===== config.mk =====
export PLATFORM = sky130hd
export DESIGN_NAME = bcd_timekeeper
export DESIGN_NICKNAME = d
export VERILOG_FILES = /design/src/rtl/clock_pkg.sv /design/src/rtl/tick_prescaler.sv /design/src/rtl/bcd_timekeeper.sv
export SDC_FILE = /design/constraint.sdc
export NUM_CORES = 1
export LEC_CHECK = 0
export ABC_AREA = 1
export CORE_AREA = 8 8 78 148
export DETAILED_ROUTE_END_ITERATION = 8
export DIE_AREA = 0 0 86 156
export GPL_ROUTABILITY_DRIVEN = 0
export PLACE_DENSITY_LB_ADDON = 0.15
export SYNTH_ARGS = -nofsm -noshare
export SYNTH_HDL_FRONTEND = slang
export SYNTH_HIERARCHICAL = 1
export SYNTH_SLANG_ARGS = --single-unit
export TNS_END_PERCENT = 20

===== constraint.sdc =====
create_clock -name clk -period 2.9 [get_ports clk]
set_clock_uncertainty 0.2 [all_clocks]
set_input_delay 0.58 -clock clk [delete_from_list [all_inputs] [get_ports clk]]
set_output_delay 0.58 -clock clk [all_outputs]
set_load 0.03 [all_outputs]

===== src/rtl/clock_pkg.sv =====
// clock_pkg: packed time format, field limits and helpers shared by the timekeeper.
package clock_pkg;
  localparam int TIME_W     = 20;
  localparam int ALARM_W    = 13;
  localparam int SEC_U_W    = 4;
  localparam int SEC_T_W    = 3;
  localparam int MIN_U_W    = 4;
  localparam int MIN_T_W    = 3;
  localparam int HRS_U_W    = 4;
  localparam int HRS_T_W    = 2;
  localparam int SEC_U_LSB  = 0;
  localparam int SEC_T_LSB  = 4;
  localparam int MIN_U_LSB  = 7;
  localparam int MIN_T_LSB  = 11;
  localparam int HRS_U_LSB  = 14;
  localparam int HRS_T_LSB  = 18;
  localparam int MAX_SEC_TENS = 5;
  localparam int MAX_HRS      = 23;

  typedef struct packed {
    logic [HRS_T_W-1:0] hrs_t;
    logic [HRS_U_W-1:0] hrs_u;
    logic [MIN_T_W-1:0] min_t;
    logic [MIN_U_W-1:0] min_u;
    logic [SEC_T_W-1:0] sec_t;
    logic [SEC_U_W-1:0] sec_u;
  } time_t;

  typedef struct packed {
    logic [HRS_T_W-1:0] hrs_t;
    logic [HRS_U_W-1:0] hrs_u;
    logic [MIN_T_W-1:0] min_t;
    logic [MIN_U_W-1:0] min_u;
  } alarm_t;

  function automatic int hour_of(input time_t t);
    return int'(t.hrs_t) * 10 + int'(t.hrs_u);
  endfunction

  function automatic logic time_valid(input time_t t);
    return t.sec_u <= 4'd9 && t.sec_t <= 3'(MAX_SEC_TENS) &&
           t.min_u <= 4'd9 && t.min_t <= 3'(MAX_SEC_TENS) &&
           t.hrs_u <= 4'd9 && hour_of(t) <= MAX_HRS;
  endfunction

  function automatic logic is_pm(input time_t t);
    return hour_of(t) >= 12;
  endfunction

  // BCD remap of the hour digits only; 00 shows as 12, 13-23 as 01-11
  function automatic time_t to_12h(input time_t t);
    time_t r;
    r = t;
    if (t.hrs_t == 2'd0 && t.hrs_u == 4'd0) {r.hrs_t, r.hrs_u} = {2'd1, 4'd2};
    else if (t.hrs_t == 2'd1 && t.hrs_u >= 4'd3) {r.hrs_t, r.hrs_u} = {2'd0, t.hrs_u - 4'd2};
    else if (t.hrs_t == 2'd2 && t.hrs_u <= 4'd1) {r.hrs_t, r.hrs_u} = {2'd0, t.hrs_u + 4'd8};
    else if (t.hrs_t == 2'd2) {r.hrs_t, r.hrs_u} = {2'd1, t.hrs_u - 4'd2};
    return r;
  endfunction
endpackage


===== src/rtl/tick_prescaler.sv =====
// tick_prescaler: divides clk down to a one-cycle terminal-count strobe every TICK_DIV running cycles.
module tick_prescaler #(
  parameter int TICK_DIV = 50_000_000,
  parameter int CNT_W    = $clog2(TICK_DIV)
) (
  input  logic clk,
  input  logic rst_n,
  input  logic run,
  input  logic clear,
  output logic tick
);
  logic [CNT_W-1:0] r_cnt;
  logic             w_tc;

  assign w_tc = r_cnt == CNT_W'(TICK_DIV - 1);
  assign tick = run && w_tc;

  always_ff @(posedge clk) begin
    if (!rst_n || clear) r_cnt <= '0;
    else if (run) r_cnt <= w_tc ? '0 : r_cnt + 1'b1;
  end
endmodule


===== src/rtl/bcd_timekeeper.sv =====
// bcd_timekeeper: 24-hour BCD time-of-day counter with validated load, alarm and 12h view.
module bcd_timekeeper
  import clock_pkg::*;
#(
  parameter int TICK_DIV = 50_000_000,
  parameter int CNT_W    = $clog2(TICK_DIV)
) (
  input  logic               clk,
  input  logic               rst_n,
  input  logic               run,
  input  logic               mode_12h,
  input  logic               load_valid,
  input  logic [TIME_W-1:0]  load_time,
  input  logic               alarm_wr,
  input  logic [ALARM_W-1:0] alarm_in,
  input  logic               alarm_en,
  output logic [TIME_W-1:0]  time_out,
  output logic               pm,
  output logic               tick,
  output logic               day_wrap,
  output logic               alarm_hit,
  output logic               load_err
);
  time_t  r_time;
  alarm_t r_alarm;
  logic   r_tick, r_wrap, r_hit, r_err;
  time_t  w_inc;
  logic   w_tc, w_load_ok, w_adv, w_day, w_match;
  logic   w_c0, w_c1, w_c2, w_c3;

  tick_prescaler #(.TICK_DIV(TICK_DIV), .CNT_W(CNT_W)) u_pre (
    .clk  (clk),
    .rst_n(rst_n),
    .run  (run),
    .clear(w_load_ok),
    .tick (w_tc)
  );

  assign w_load_ok = load_valid && time_valid(time_t'(load_time));
  assign w_adv     = w_tc && !w_load_ok;

  // Ripple carries: each stage rolls only when every lower digit is at its maximum
  assign w_c0  = r_time.sec_u == 4'd9;
  assign w_c1  = w_c0 && r_time.sec_t == 3'(MAX_SEC_TENS);
  assign w_c2  = w_c1 && r_time.min_u == 4'd9;
  assign w_c3  = w_c2 && r_time.min_t == 3'(MAX_SEC_TENS);
  assign w_day = w_c3 && hour_of(r_time) == MAX_HRS;

  always_comb begin
    w_inc       = r_time;
    w_inc.sec_u = w_c0 ? 4'd0 : r_time.sec_u + 4'd1;
    w_inc.sec_t = w_c1 ? 3'd0 : w_c0 ? r_time.sec_t + 3'd1 : r_time.sec_t;
    w_inc.min_u = w_c2 ? 4'd0 : w_c1 ? r_time.min_u + 4'd1 : r_time.min_u;
    w_inc.min_t = w_c3 ? 3'd0 : w_c2 ? r_time.min_t + 3'd1 : r_time.min_t;
    w_inc.hrs_u = !w_c3 ? r_time.hrs_u : (w_day || r_time.hrs_u == 4'd9) ? 4'd0 : r_time.hrs_u + 4'd1;
    w_inc.hrs_t = !w_c3 ? r_time.hrs_t : w_day ? 2'd0 : r_time.hrs_u == 4'd9 ? r_time.hrs_t + 2'd1 : r_time.hrs_t;
  end

  // Incremented time is always in range, so an out-of-range alarm can never compare equal
  assign w_match = alarm_en && {w_inc.hrs_t, w_inc.hrs_u, w_inc.min_t, w_inc.min_u} == r_alarm &&
                   w_inc.sec_t == 3'd0 && w_inc.sec_u == 4'd0;

  always_ff @(posedge clk) begin
    if (!rst_n) begin
      r_time  <= '0;
      r_alarm <= '0;
      r_tick  <= 1'b0;
      r_wrap  <= 1'b0;
      r_hit   <= 1'b0;
      r_err   <= 1'b0;
    end else begin
      r_time  <= w_load_ok ? time_t'(load_time) : w_adv ? w_inc : r_time;
      r_tick  <= w_adv;
      r_wrap  <= w_adv && w_day;
      r_hit   <= w_adv && w_match;
      r_err   <= load_valid && !w_load_ok;
      if (alarm_wr) r_alarm <= alarm_t'(alarm_in);
    end
  end

  assign time_out  = mode_12h ? to_12h(r_time) : r_time;
  assign pm        = is_pm(r_time);
  assign tick      = r_tick;
  assign day_wrap  = r_wrap;
  assign alarm_hit = r_hit;
  assign load_err  = r_err;
endmodule

==> impl_results.rst <==
.. list-table::
   :header-rows: 1

   * - Metric
     - Value
   * - Num Clock Sinks
     - 63
   * - FF+latch count, synth
     - 63
   * - Most common cell after layout, fill and taps aside
     - sky130_fd_sc_hd__nand2_1
   * - Final number of max-transition violations
     - 0
   * - Synth top area cells
     - sky130_fd_sc_hd__dfxtp_1 (27%), sky130_fd_sc_hd__nand2_1 (15%), sky130_fd_sc_hd__inv_1 (7.6%), sky130_fd_sc_hd__ha_1 (6.4%), sky130_fd_sc_hd__nand3_1 (6.2%)
   * - Power per unit of standard cell area
     - 388.9 mW/mm^2
   * - Net switching component of the power
     - 0.5581 mW
   * - Die X
     - 86 um
   * - Slowest cell on the critical path
     - sky130_fd_sc_hd__fa_1
   * - Crit Path Category
     - reg -> out
   * - Drc violations
     - 0
   * - Design Area, Final
     - 0.005863 sq mm
   * - Total number of placement rows
     - 51
   * - Detailed Route Iter0 Violations
     - 278
   * - Worst hold-check path type
     - reg -> reg
   * - Total number of vias
     - 4882
   * - R2r setup slk
     - 0.36 ns
   * - Fraction of final layout cells sized beyond drive strength 1
     - 0.1529
   * - Overall power consumption
     - 2.280 mW
   * - CTS tree
     - built
   * - Mapped Cells
     - 706
   * - Destination of the worst register-to-register timing path
     - alarm_hit
   * - Inserted Clock Buffers
     - 9
   * - Number of global-route vias before repair
     - 4858
   * - Crit start category
     - register
   * - Data arrival time at the worst-slack endpoint
     - 2.08 ns
   * - Netlist area before placement
     - 0.004661 sq mm
   * - Critical R2R Launch
     - r_time[18]
   * - Number of enable-type register cells in the synthesized netlist
     - 0
   * - Cell Chain, Critical Path
     - ha_1, fa_1, nand2_1, a21oi_1, a311o_1, clkdlybuf4s15_2
   * - Final-stage net count
     - 847
   * - Final critical-path share of the clock period
     - 0.9858
   * - Final number of setup-violating endpoints
     - 0
   * - Maximum number of pins on one net before global-route repair
     - 26
   * - Setup repair after global routing missed its margin
     - yes
   * - Count of synthesis-stage warnings from yosys
     - 6
   * - Top fanout value on the critical path
     - 3
   * - Worst setup startpoint
     - r_time[18]
   * - Seq/Total Area, Yosys
     - 0.2706
   * - Switch share
     - 0.2448
   * - Initial antenna violation count
     - 0
   * - Pint
     - 1.722 mW
   * - Ys async rst share
     - 0
   * - Crit path setup slack, layout
     - 0.04128 ns
   * - Via density
     - 5.324
   * - Crit-path max cell delay
     - 0.39 ns
   * - Synth area leader
     - sky130_fd_sc_hd__dfxtp_1
   * - Number of non-filler instances in the completed layout
     - 917
   * - IR drop worst, VDD
     - 0.3975 mV
   * - Number of distinct library cells after synthesis
     - 45
   * - Max-cap check violation count
     - 0
   * - Cell count after placement
     - 899
   * - Worst slew slack as a fraction of its limit
     - 0.5829
   * - Number of detailed-routing iterations run before antenna repair
     - 6
   * - Number of antenna repair diodes
     - 0
   * - Root buf cell
     - sky130_fd_sc_hd__clkbuf_16
   * - Global-route congestion overflow total
     - 0
   * - H-tree Lvls
     - 3
   * - Worst-case reg-to-reg path depth
     - 12
   * - Worst Hold Margin
     - 0.2678 ns
   * - Nets in the synthesized netlist
     - 772
   * - Area fraction of the dominant cell type after synthesis
     - 0.2706
   * - Final critical path time including I/O delays and setup
     - 2.859 ns
   * - Global-route wire length before repair
     - 22780 um
   * - Post-cts hold buffer count
     - 0
   * - Run status
     - complete, no violations
   * - Last element of the critical path
     - pm
   * - Most instantiated flip-flop cell in the synthesis netlist
     - sky130_fd_sc_hd__dfxtp_1
   * - DRT antenna net count
     - 0
   * - Static leakage
     - 2.550 nW
   * - Most frequent cells in the layout
     - sky130_fd_sc_hd__nand2_1 (185), sky130_fd_sc_hd__inv_1 (91), sky130_fd_sc_hd__nor2_1 (64)
   * - Routed length per instance
     - 15.35 um
   * - Post-place setup slack
     - -0.3186 ns
   * - Placed cell area
     - 0.005468 sq mm
   * - DP HPWL
     - 11470 um
   * - Number of top-level design ports
     - 65
   * - Maximum clock frequency
     - 0.3498 GHz
   * - Starting utilization of the core area
     - 0.4837
   * - Routed WL
     - 14070 um
   * - Insertion delay of the later-clocked pin in the worst-skew pair
     - 0.34 ns
   * - Mean area per synthesized cell
     - 6.602 sq um
   * - Slew at the pin with the worst max-slew slack
     - 0.6191 ns
   * - Data required, critical path
     - 2.12 ns
   * - Number of buffers on the longest clock path
     - 2
   * - Fraction of power consumed by sequential logic
     - 0.398
   * - Area Overhead vs Synth
     - 25.80%
   * - Count of input and output buffers
     - 64
   * - Final Hold Fails
     - 0
   * - Critical Path Sink Type
     - primary output
   * - Relative contribution of the clock network to total power
     - 0.476
   * - CTS clk-pin slew, worst paths
     - 0.05 ns
   * - Area of the die
     - 0.01342 sq mm
   * - Combinational group share of total power
     - 0.126
   * - Height of the die
     - 156 um
   * - Total track usage
     - 0.2165
   * - CORE AREA
     - 0.009635 sq mm
## synthesized netlist by cell type, types with 2 or more instances
cell,number
sky130_fd_sc_hd__a21oi_1,23
sky130_fd_sc_hd__a22oi_1,2
sky130_fd_sc_hd__a31oi_1,7
sky130_fd_sc_hd__buf_2,7
sky130_fd_sc_hd__buf_4,15
sky130_fd_sc_hd__clkbuf_1,5
sky130_fd_sc_hd__dfxtp_1,63
sky130_fd_sc_hd__fa_1,2
sky130_fd_sc_hd__ha_1,24
sky130_fd_sc_hd__inv_1,94
sky130_fd_sc_hd__inv_2,5
sky130_fd_sc_hd__nand2_1,187
sky130_fd_sc_hd__nand2_2,10
sky130_fd_sc_hd__nand3_1,58
sky130_fd_sc_hd__nand3_4,4
sky130_fd_sc_hd__nand3b_1,2
sky130_fd_sc_hd__nand4_1,19
sky130_fd_sc_hd__nor2_1,65
sky130_fd_sc_hd__nor2_2,20
sky130_fd_sc_hd__nor2_4,8
sky130_fd_sc_hd__nor2_8,2
sky130_fd_sc_hd__nor3_1,5
sky130_fd_sc_hd__o211ai_1,2
sky130_fd_sc_hd__o21a_1,2
sky130_fd_sc_hd__o21ai_0,28
sky130_fd_sc_hd__o21ai_1,2
sky130_fd_sc_hd__o221ai_1,11
sky130_fd_sc_hd__o22ai_1,3
sky130_fd_sc_hd__or2_2,2
sky130_fd_sc_hd__xnor2_1,6
sky130_fd_sc_hd__xor2_1,9
## layer usage
metal  wire, um  up-vias  track usage
li1           -     2421            -
met1       4526     2256       0.1762
met2       8149      146       0.4345
met3        461       59      0.03272
met4        936        0       0.1650
met5          0        -            0
## critical path, delay by kind of cell (launching register included)
family	cells	cell delay [ns]
buffers and inverters	1	0.29
AND/OR/NAND/NOR	1	0.11
adder cells (fa/ha/maj)	2	0.60
flip-flops	1	0.33
AO/OA/AOI/OAI	2	0.42
## cell type report
cell class,count,area (sq um)
Tap cell,132,165.2
Fill cell,910,3772
Clock buffer,11,252.7
Multi-Input combinational cell,513,2884
Sequential cell,63,1266
Clock inverter,4,45.04
Timing Repair Buffer,94,870.8
Inverter,100,379.1
## power by group through the flow
| stage | Sequential [mW] | Clock [mW] | Combinational, mW |
|---|---|---|---|
| after floorplan | 0.922 | 0 | 0.157 |
| after global placement | 0.924 | 0 | 0.276 |
| after detailed placement | 0.926 | 0 | 0.280 |
| after CTS | 0.908 | 1.10 | 0.282 |
| after global routing | 0.909 | 1.14 | 0.316 |
| final | 0.907 | 1.09 | 0.288 |
## sequential cells by signal (all words and copies together) (netlist names)
signal / flops
u_pre/r_cnt: 26
r_time: 20
r_alarm: 13
alarm_hit: 1
day_wrap: 1
load_err: 1
tick: 1
## worst min-delay path by stage
| stage | endpoint | start | cells after the start | slack, ns |
|---|---|---|---|---|
| detailed placement | r_alarm[6] | r_alarm[6] | 2 | 0.26 |
| global route | r_alarm[1] | r_alarm[1] | 2 | 0.30 |
| global placement | r_alarm[6] | r_alarm[6] | 2 | 0.26 |
| CTS | r_alarm[6] | r_alarm[6] | 2 | 0.27 |
| floorplan | r_alarm[7] | r_alarm[7] | 2 | 0.24 |
| finish | r_alarm[6] | r_alarm[6] | 2 | 0.27 |
## metrics by stage
step | util | setup TNS [ns]
after floorplan | - | 0
after global placement | 0.5675 | -5.960
after detailed placement | 0.5675 | -10.13
after CTS | 0.5994 | 0
after global routing | 0.6085 | -0.04683
final | 0.6085 | 0
## what timing repair did
| action | CTS | global route |
|---|---|---|
| pin swaps | 0 | 5 |
| setup endpoints to repair | 5 | 50 |
| buffers inserted | 0 | 3 |
| gates resized for setup | 6 | 20 |
## cell families (layout without fill, tap and decap cells)
| family | count (synthesis) | count (layout) | share of synthesized area |
|---|---|---|---|
| compound gates | 85 | 85 | 0.1098 |
| xor+xnor | 15 | 15 | 0.02819 |
| fa+ha+maj | 26 | 26 | 0.07302 |
| buf+inv | 130 | 209 | 0.1238 |
| flops | 63 | 63 | 0.2706 |
| mux | 1 | 1 | 0.002148 |
| simple gates | 386 | 386 | 0.3925 |
No activity file was read; power rests on OpenSTA's default activity.
==> RTL change 1, RTL diff (same settings) <==
Reset style: asynchronous (`rst_n`), changed in one clocked block.
--- a/src/rtl/bcd_timekeeper.sv
+++ b/src/rtl/bcd_timekeeper.sv
@@ -61,5 +61,5 @@
                    w_inc.sec_t == 3'd0 && w_inc.sec_u == 4'd0;
 
-  always_ff @(posedge clk) begin
+  always_ff @(posedge clk or negedge rst_n) begin
     if (!rst_n) begin
       r_time  <= '0;
Formal check against the unedited RTL: differs if rst_n is asserted again (counterexample within 4 cycles, from zero or initial values and one cycle with rst_n low); with rst_n held inactive, the same outputs for 10 cycles.
==> RTL change 1 against the original RTL <==
- synthesized area decreased by 0.46%
- setup slack improved by 0.056 ns
- cell count decreased by 4.5%
- via count decreased by 2.1%
- final area decreased by 0.51%
- wire length increased by 5.7%
- sequential cell count unchanged
- first-iteration DRC count decreased by 4.0%
- sequential share of layout area increased by 3.3 points
- global-route usage increased by 0.63 points
Power is not compared: it rests on default switching activity, and its combinational part moved more than twofold at a synthesized area within 25%.
==> RTL change 1: results <==
synth:
  ys_types: 40
  synth_ff_type: "dfrtp_1"
  synth_common_cells: "190 x nand2_1, 76 x inv_1, 66 x nor2_1"
  syn_inst: 663
  synth-compound-area-share_pct: 8.87
  syn_nets: 729
  yosysSeqAreaShare_pct: 31.2
  synth_xor_area_share_pct: 2.64
  async_flop_share_pct: 58.7
  synth.top_cells.by_area: "dfrtp_1 20%, nand2_1 15%, dfxtp_1 11%"
  synth_fa_ha_area_share_pct: 7.34
detailed_routing:
  routed-wl-met2_um: 8560
  postRouteWirelength_um: 14900
  routed-wl-met3_um: 550
  first_iter_violations: 267
  ant_nets: 0
  routed_via_density: 5.46
  dr.pass1.iters: 7
  vias: 4779
  drt-met1-wl_um: 4780
critical_path:
  arrival_ns: 2.02
  reg2reg_slack_ns: 0.28
  reg2reg_depth: 15
  r2r-end: "alarm_hit"
  slowest_delay_ns: 0.42
  r2r-start: "r_time[15]"
  path_max_fanout: 5
global_route:
  use_met3_pct: 2.90
  grt_usage_pct: 22.3
  use_met1_pct: 18.4
  met2_usage_pct: 44.0
  grt_max_degree: 38
  grt_pass1_wl_um: 22800
place:
  hpwlAfterDp_um: 11600
  pre_cts_slack_ns: -0.253
  dp.cells: 857
layout:
  n_fill_cell: 883
  final_nets: 805
worst_hold_path:
  min_path_type: "in -> async"
status:
  status: "finished clean"
## RTL change 1: changes by cell type in the layout (fill, tap and decap cells not counted), moves of 3 or more
cell,change
dfxtp_1,-35
dfrtp_1,+34
inv_1,-18
a21oi_1,-16
nand3_1,+6
nand2_2,-4
o211ai_1,+4
a31oi_1,-3
buf_4,-3
dfrtp_2,+3
nand2_1,+3
## RTL change 1: layout make-up
class | instances | area (µm²) | area share (%)
well taps | 132 | 165 | 2.83
inverters | 81 | 304 | 5.21
flip-flops and latches | 63 | 1450 | 24.9
clock buffers | 13 | 272 | 4.65
repair buffers | 91 | 850 | 14.6
multi-input cells | 493 | 2750 | 47.2
clock inverters | 3 | 40.0 | 0.686
## RTL change 1: worst max path at each step
stage | start | cells after the start | slack [ns] | end
6_report | r_time[15] | 8 | 0.1 | pm
5_1_grt | load_time[18] | 13 | -0.02 | r_time[10]
4_1_cts | r_time[18] | 9 | 0.01 | time_out[17]
3_5_place_dp | load_time[15] | 14 | -0.25 | u_pre/r_cnt[14]
3_3_place_gp | load_time[15] | 14 | -0.23 | u_pre/r_cnt[14]
2_1_floorplan | r_time[14] | 6 | 0.07 | time_out[17]
## RTL change 1: per-stage QoR
step                hold WS (ns)  TNS, ns  util, %
finish                     0.118        0     60.5
global route               0.180  -0.0426     60.5
CTS                        0.141        0     59.9
detailed placement         0.320    -9.06     56.6
global placement           0.306    -8.21     56.6
floorplan                 0.0844        0        -
## RTL change 1: power by group through the flow
stage               sequential (W)  clock, W  combinational (W)
floorplan                  0.00116         0            0.00128
global placement           0.00121         0            0.00178
detailed placement         0.00122         0            0.00182
CTS                        0.00120   0.00114            0.00183
global route               0.00122   0.00118            0.00206
finish                     0.00121   0.00114            0.00189
==> RTL change 2, RTL diff (same settings) <==
Without the edit above. `TICK_DIV` is set to 50_000_000 in 2 places; all go to 200_000_000.
--- a/src/rtl/tick_prescaler.sv
+++ b/src/rtl/tick_prescaler.sv
@@ -1,5 +1,5 @@
 // tick_prescaler: divides clk down to a one-cycle terminal-count strobe every TICK_DIV running cycles.
 module tick_prescaler #(
-  parameter int TICK_DIV = 50_000_000,
+  parameter int TICK_DIV = 200_000_000,
   parameter int CNT_W    = $clog2(TICK_DIV)
 ) (
--- a/src/rtl/bcd_timekeeper.sv
+++ b/src/rtl/bcd_timekeeper.sv
@@ -3,5 +3,5 @@
   import clock_pkg::*;
 #(
-  parameter int TICK_DIV = 50_000_000,
+  parameter int TICK_DIV = 200_000_000,
   parameter int CNT_W    = $clog2(TICK_DIV)
 ) (
Behaviour: same outputs for any inputs over 10 cycles, from zero or initial values and one cycle with rst_n low; that may be too few to reach the edited logic, so the function may still have changed.
==> RTL change 2 against the original RTL <==
- via count shrank 1.9%
- synthesized cell count shrank 0.42%
- final area shrank 0.19%
- critical path depth grew 2
- synthesized area shrank 1.3%
- critical endpoint is now time_out[17]
- sequential cell count grew 2
- power grew 6.4%
- wire length shrank 1.1%
- largest cell class unchanged
- largest power group unchanged
- setup slack gained 0.033 ns
- maximum frequency grew 1.2%
==> RTL change 2: results <==
detailed_routing:
  routed_via_density: 5.22
  postRouteWirelength_um: 13900
  dr.pass1.iters: 5
  first_iter_violations: 217
  vias: 4788
layout:
  n_all_inverters: 105
  n_fill_cell: 917
  multi_input_comb_cells: 506
  drive_above_1_share_pct: 13.5
  seqCellArea_um2: 1310
  final_nets: 845
  clkCellAreaFrac_pct: 5.64
  nFlopsAndLatches: 65
  top_regs: "u_pre/r_cnt (28), r_time (20), r_alarm (13)"
  multi_input_area_um2: 2790
  num-nonclk-buffers: 93
clock_tree:
  cts-resized-gates: 5
synth:
  ys_types: 44
  syn_inst: 703
  yosysSeqAreaShare_pct: 28.3
  synth.top_cells.by_area: "dfxtp_1 28%, nand2_1 16%, inv_1 7.8%"
  syn_nets: 768
  synth_common_cells: "192 x nand2_1, 96 x inv_1, 86 x nor2_1"
place:
  hpwlAfterDp_um: 11400
  dp.cells: 901
  pre_cts_slack_ns: -0.356
  post_dp_cell_area_um2: 5450
critical_path:
  crit_family: "compound AO/OA/AOI/OAI gates"
  crit_slowest_cell: "dfxtp_2"
  arrival_ns: 2.05
  path_max_fanout: 6
  reg2reg_slack_ns: 0.40
  slowest_delay_ns: 0.34
  cp-endpoint: "time_out[17]"
  crit_start: "r_time[19]"
  reg2reg_depth: 14
pwr:
  leakage_nw: 2.59
  p_per_area_nw_per_um2: 415
  peakVddDrop_uv: 355
  p_seq_share_pct: 38.5
  power.switching_w: 0.000596
  p_int_w: 0.00183
  p_comb_share_pct: 12.2
sta:
  setup_slack_ns: 0.0743
  tightest_slew_ns: 0.607
  holdWs_ns: 0.276
global_route:
  grt_pass1_wl_um: 22000
  grt_pass1_vias: 4915
  grt_usage_pct: 21.2
worst_hold_path:
  hp-start: "r_alarm[2]"
status:
  status: "finished clean"
RTL change 2: changes by cell type after synthesis, sizes merged, moves of 3 or more:
cell	change
nand2	+3
a21oi	+3
inv	+5
nand3	-6
a31oi	-3
nor2	+5
buf	-3
nand4	-7
RTL change 2: cell families (layout without fill, tap and decap cells):
logic type / after synthesis / after routing / synth area share [%]
flip-flops: 65 / 65 / 28.3
buffers and inverters: 132 / 214 / 12.4
adder cells (fa/ha/maj): 25 / 25 / 7.13
AND/OR/NAND/NOR: 382 / 382 / 38.2
AO/OA/AOI/OAI: 84 / 84 / 11.1
XOR/XNOR: 15 / 15 / 2.86
RTL change 2: metal layers:
metal / part of all wire [%] / track usage [%] / vias to the layer above / wire length [µm]
li1: - / - / 2384 / -
met4: 7.5 / 17.7 / 0 / 1040
met2: 57 / 42.6 / 128 / 7940
met3: 3.9 / 3.85 / 61 / 545
met5: 0 / 0 / - / 0
met1: 32 / 16.2 / 2215 / 4380
